## config.mk

```make
export PLATFORM = sky130hd
export DESIGN_NAME = ex_mem_stage
export DESIGN_NICKNAME = d
export VERILOG_FILES = /design/src/rtl/ex_mem_stage_pkg.sv /design/src/rtl/ex_mem_stage_skid_buffer.sv /design/src/rtl/ex_mem_stage.sv
export SDC_FILE = /design/constraint.sdc
export NUM_CORES = 1
export LEC_CHECK = 0
export BUFFER_PORTS_ARGS = -buffer_cell sky130_fd_sc_hd__buf_4
export CORE_AREA = 2 2 212 214
export CTS_CLUSTER_SIZE = 14
export DETAILED_ROUTE_END_ITERATION = 8
export DIE_AREA = 0 0 214 216
export GPL_ROUTABILITY_DRIVEN = 0
export PLACE_DENSITY = 0.65
export SLEW_MARGIN = 20
export SYNTH_ARGS = -nofsm -noshare
export SYNTH_HDL_FRONTEND = slang
export SYNTH_SLANG_ARGS = --single-unit
```

## constraint.sdc

```tcl
create_clock -name clk -period 20.8 [get_ports clk]
set_input_delay 4.16 -clock clk [delete_from_list [all_inputs] [get_ports clk]]
set_output_delay 4.16 -clock clk [all_outputs]
set_load 0.02 [all_outputs]
```

## src/rtl/ex_mem_stage_pkg.sv

```systemverilog
// rtl/ex_mem_stage_pkg.sv - shared widths and buffer-state encodings for the EX/MEM stage (CBNZ_EN selects CBNZ support in the top)
package ex_mem_stage_pkg;

  localparam int DATA_W_DEF = 64;
  localparam int REG_W_DEF  = 5;

  // memRead, memWrite, regWrite, memToReg
  localparam int CTRL_W = 4;

  typedef enum logic [1:0] {
    BUF_EMPTY = 2'b00,
    BUF_ONE   = 2'b01,
    BUF_FULL  = 2'b10
  } buf_state_e;

endpackage

```

## src/rtl/ex_mem_stage_skid_buffer.sv

```systemverilog
// rtl/ex_mem_stage_skid_buffer.sv - two-entry valid/ready skid buffer with squash
module ex_mem_stage_skid_buffer
  import ex_mem_stage_pkg::*;
#(
  parameter int WIDTH = 8
) (
  input  logic             clk,
  input  logic             reset,
  input  logic             flush,
  input  logic             in_valid,
  output logic             in_ready,
  input  logic [WIDTH-1:0] in_data,
  output logic             out_valid,
  input  logic             out_ready,
  output logic [WIDTH-1:0] out_data
);

  buf_state_e       state, state_next;
  logic [WIDTH-1:0] head_q, tail_q;
  logic             accept, pop;
  logic             load_head, load_tail, shift;

  // Both handshake outputs decode the state flop only, so ready never depends on out_ready.
  assign in_ready  = (state != BUF_FULL);
  assign out_valid = (state != BUF_EMPTY);
  assign out_data  = head_q;
  assign accept    = in_valid && in_ready;
  assign pop       = out_valid && out_ready;

  // State register.
  always_ff @(posedge clk or posedge reset) begin
    if (reset) state <= BUF_EMPTY;
    else       state <= state_next;
  end

  // Next state and entry-steering strobes; flush wins over any accept or pop.
  always_comb begin
    state_next = state;
    load_head  = 1'b0;
    load_tail  = 1'b0;
    shift      = 1'b0;
    case (state)
      BUF_EMPTY: begin
        if (accept) begin
          state_next = BUF_ONE;
          load_head  = 1'b1;
        end
      end
      BUF_ONE: begin
        if (accept && pop) begin
          load_head = 1'b1;
        end else if (accept) begin
          state_next = BUF_FULL;
          load_tail  = 1'b1;
        end else if (pop) begin
          state_next = BUF_EMPTY;
        end
      end
      BUF_FULL: begin
        if (pop) begin
          state_next = BUF_ONE;
          shift      = 1'b1;
        end
      end
      default: state_next = BUF_EMPTY;
    endcase
    if (flush) state_next = BUF_EMPTY;
  end

  // Entry storage: head drives the outputs, tail holds the skid entry.
  always_ff @(posedge clk or posedge reset) begin
    if (reset) begin
      head_q <= '0;
      tail_q <= '0;
    end else begin
      if (load_head)  head_q <= in_data;
      else if (shift) head_q <= tail_q;
      if (load_tail)  tail_q <= in_data;
    end
  end

endmodule

```

## src/rtl/ex_mem_stage.sv

```systemverilog
// rtl/ex_mem_stage.sv - EX/MEM stage: branch resolution, target adder and buffered MEM bundle (CBNZ_EN adds branchNot)
module ex_mem_stage
  import ex_mem_stage_pkg::*;
#(
  parameter int DATA_W = DATA_W_DEF,
  parameter int REG_W  = REG_W_DEF
) (
  input  logic              clk,
  input  logic              reset,
  input  logic              inValid,
  output logic              inReady,
  input  logic [DATA_W-1:0] aluResult,
  input  logic              aluZero,
  input  logic [DATA_W-1:0] storeData,
  input  logic [DATA_W-1:0] pc,
  input  logic [DATA_W-1:0] brOffset,
  input  logic [REG_W-1:0]  rd,
  input  logic              memRead,
  input  logic              memWrite,
  input  logic              regWrite,
  input  logic              memToReg,
  input  logic              branch,
  input  logic              uncondBranch,
`ifdef CBNZ_EN
  input  logic              branchNot,
`endif
  input  logic              flush,
  output logic              outValid,
  input  logic              outReady,
  output logic [DATA_W-1:0] outAluResult,
  output logic [DATA_W-1:0] outStoreData,
  output logic [REG_W-1:0]  outRd,
  output logic              outMemRead,
  output logic              outMemWrite,
  output logic              outRegWrite,
  output logic              outMemToReg,
  output logic              pcSrc,
  output logic [DATA_W-1:0] branchTarget
);

  localparam int BUNDLE_W = 2 * DATA_W + REG_W + CTRL_W;

  logic [BUNDLE_W-1:0] bundle_in, bundle_out;
  logic                accept, taken;
  logic [DATA_W-1:0]   target_next;

  // Branch-only bundles still travel through the buffer as no-ops.
  assign bundle_in = {aluResult, storeData, rd, memRead, memWrite, regWrite, memToReg};
  assign {outAluResult, outStoreData, outRd,
          outMemRead, outMemWrite, outRegWrite, outMemToReg} = bundle_out;

  assign accept = inValid && inReady;

`ifdef CBNZ_EN
  assign taken = uncondBranch || (branch && (aluZero ^ branchNot));
`else
  assign taken = uncondBranch || (branch && aluZero);
`endif

  // Offset is in words; the sum wraps modulo 2^DATA_W.
  assign target_next = pc + (brOffset << 2);

  ex_mem_stage_skid_buffer #(
    .WIDTH(BUNDLE_W)
  ) u_skid_buffer (
    .clk      (clk),
    .reset    (reset),
    .flush    (flush),
    .in_valid (inValid),
    .in_ready (inReady),
    .in_data  (bundle_in),
    .out_valid(outValid),
    .out_ready(outReady),
    .out_data (bundle_out)
  );

  // One-cycle redirect pulse per taken accept; flush does not cancel it.
  always_ff @(posedge clk or posedge reset) begin
    if (reset) begin
      pcSrc        <= 1'b0;
      branchTarget <= '0;
    end else begin
      pcSrc <= accept && taken;
      if (accept && taken) branchTarget <= target_next;
    end
  end

endmodule

```

==> results.toml <==
[final_layout]
drive_above_1_share = 0.335
multi_input_area_mm2 = 0.00845
regArea_mm2 = 0.00853
finalNetCount = 2437
final_area_mm2 = 0.0227
diodes = 0
fillCellCount = 3984
stdcell_count = 2722
syn_to_final_growth_pct = 30.4

[clock_tree]
clkSinkCount = 341
cts_setup_buffers = 0
insertion_delay_ns = 0.55
numCtsBuffers = 39
tritoncts = "done"
htree_levels = 2
postCtsHoldBufs = 0
cts_max_path_buffers = 3
cts_resized = 0
cts-root-buf = "clkbuf_16"
path_clk_slew_ns = 0.06

[sta]
min_period_ns = 6.99
hold_viol = 0
grt_setup_unrepaired = "false"
fin_worst_skew_ns = 0.0117
slew_violations = 0
timing.hold.ws_ns = 0.467
fmax_mhz = 143
worst_pin_slew_ns = 1.01
fin_crit_sh = 0.336
relSlewSlack = 0.322
report.final.setup_viol = 0
fin_tns_setup_ns = 0

[placed_design]
place_area_mm2 = 0.0214
io_buffers = 474
place_inst = 2653
hpwl_um = 37700

[synthesis]
synth_common_cells = "dfrtp_1 (341), nand2_1 (264), o21ai_0 (220)"
synth_edf_count = 0
ys_seq_area_frac = 0.490
syn-cell-area_mm2 = 0.0174
syn_nets = 2003
syn-instance-count = 1668
ys.flop_type = "dfrtp_1"
synth_top_cell_area_share = 0.490
yosys_warnings = 0
ys_seq_elements = 341
synth_area_leaders = "dfrtp_1 (49%), mux2_2 (9.0%), mux2i_1 (7.9%), o21ai_0 (6.3%), nand2_1 (5.7%)"
postSynthAreaPerCell_um2 = 10.4
async_flop_share = 1.00
synth.most_common_cell = "dfrtp_1"
yosysTopAreaCell = "dfrtp_1"
synthDistinctLibCells = 73

[worst_setup_path]
r2r_slack_ns = 17.14
cp-startpoint = "inValid"
end_kind = "flop"
crit_fanout = 57
r2r-end = "u_skid_buffer.tail_q[28]$_DFFE_PP0P_"
start_kind = "input port"
reg2reg_from = "u_skid_buffer.state[1]$_DFFE_PP0P_"
slowest_stage = "nor2b_4"
worstPathRequired_ns = 21.24
slowest_delay_ns = 0.89
worst-setup-path-type = "input port to flop"
crit_top_cell = "buf_4"
endpoint = "u_skid_buffer.tail_q[28]$_DFFE_PP0P_"
path_cells = "buf_4, nor2b_1, nor2b_4, buf_4, buf_4, mux2_2"
reg2regPathDepth = 5
arrival_ns = 7.43

[job]
drv_cap = 0

[global_routing]
track_usage = 0.219
grt_antenna_before_repair = 1
grt-ovfl-total = 0
grt_pass1_wl_um = 80500
grt_pass1_vias = 14357
grt_max_degree = 165

[drt]
drc = 0
wirelength_um = 51300
routed_via_density = 5.20
ant_nets = 0
drtIter0Drc = 891
first_pass_iters = 5
wl_per_cell_um = 18.9
num_vias = 14154

[die]
die_x_um = 214
fp.dieArea_mm2 = 0.0462
io_pins = 477
die_h_um = 216
num_rows = 77
start_util = 0.397
core-area_mm2 = 0.0438

[power_and_ir_drop]
combPwrFrac = 0.264
internal-power_mw = 1.45
p_sw_frac = 0.312
p_switching_mw = 0.659
ir_worst_vdd_mv = 0.0630
clock_power_share = 0.318
pwr-share-seq = 0.418
fin_total_pwr_mw = 2.11
powerDensity_mw_per_mm2 = 93.0
power.leakage_nw = 11.5

[min_path]
hp-start = "branchTarget[9]$_DFFE_PP0P_"
min_path_type = "flop to flop"

[run_status]
status = "completed"
==> power by group through the flow <==
stage	logic [mW]	clock network, mW	registers [mW]
6_report	0.558	0.671	0.883
5_1_grt	0.606	0.714	0.899
4_1_cts	0.562	0.688	0.883
3_5_place_dp	0.559	0	0.893
3_3_place_gp	0.548	0	0.884
2_1_floorplan	0.252	0	0.957
==> final cells by class <==
class                           instances  share of cell area
Tap cell                              592              0.0326
Multi-Input combinational cell       1217               0.372
Clock inverter                         14             0.00430
Timing Repair Buffer                  484               0.161
Sequential cell                       341               0.376
Clock buffer                           55              0.0510
Inverter                               19             0.00347
==> kinds of logic after synthesis <==
group	after synthesis	synth area share
AO/OA/AOI/OAI	419	0.142
XOR/XNOR	46	0.0231
adder cells (fa/ha/maj)	62	0.0450
flip-flops	341	0.490
buffers and inverters	110	0.0264
multiplexers	276	0.169
AND/OR/NAND/NOR	414	0.105
==> worst min path at each step <==
stage,endpoint,depth (start not counted)
after floorplan,u_skid_buffer.tail_q[130]$_DFFE_PP0P_,1
after global placement,branchTarget[55]$_DFFE_PP0P_,2
after detailed placement,branchTarget[9]$_DFFE_PP0P_,2
after CTS,branchTarget[9]$_DFFE_PP0P_,2
after global routing,branchTarget[14]$_DFFE_PP0P_,2
final,branchTarget[9]$_DFFE_PP0P_,2
==> critical path: cells and delay by family <==
kind | cells | cell delay, ns
buffers and inverters | 3 | 1.60
AND/OR/NAND/NOR | 2 | 1.17
multiplexers | 1 | 0.42
==> sequential cells by signal (all words and copies together), names as in the netlist <==
name / flops
u_skid_buffer.out_data: 137
branchTarget: 64
u_skid_buffer.tail_q: 137
pcSrc: 1
u_skid_buffer.state: 2
==> layer usage <==
metal / share of wire / routed length, um / track usage
met4: 0.029 / 1480 / 0.0753
met1: 0.41 / 21100 / 0.274
met3: 0.080 / 4090 / 0.0616
met2: 0.48 / 24700 / 0.365
met5: 0.00025 / 13 / 0
==> layout by cell type, fill, tap and decap left out, types with 8 or more instances in the layout <==
cell	n
mux2_2	139
a21oi_1	72
nor2_1	42
a211oi_1	9
mux2i_1	137
nand2_1	263
buf_4	482
clkinv_2	8
dfrtp_1	341
a21o_1	37
o21ai_0	220
ha_1	61
xor2_1	21
o21bai_1	11
a31oi_1	11
nand4_1	16
clkbuf_16	40
nand3_1	25
nor3_1	19
clkbuf_8	10
xnor2_1	25
o21a_1	11
o31ai_1	10
inv_1	17
==> stage by stage <==
| step | setup slack (ns) | util |
|---|---|---|
| after detailed placement | 13.23 | 0.489 |
| final | 13.81 | 0.518 |
| after global placement | 13.29 | 0.489 |
| after global routing | 13.61 | 0.518 |
| after CTS | 13.83 | 0.518 |
| after floorplan | 7.19 | - |
Note: power is estimated with default switching activity, not from simulation.
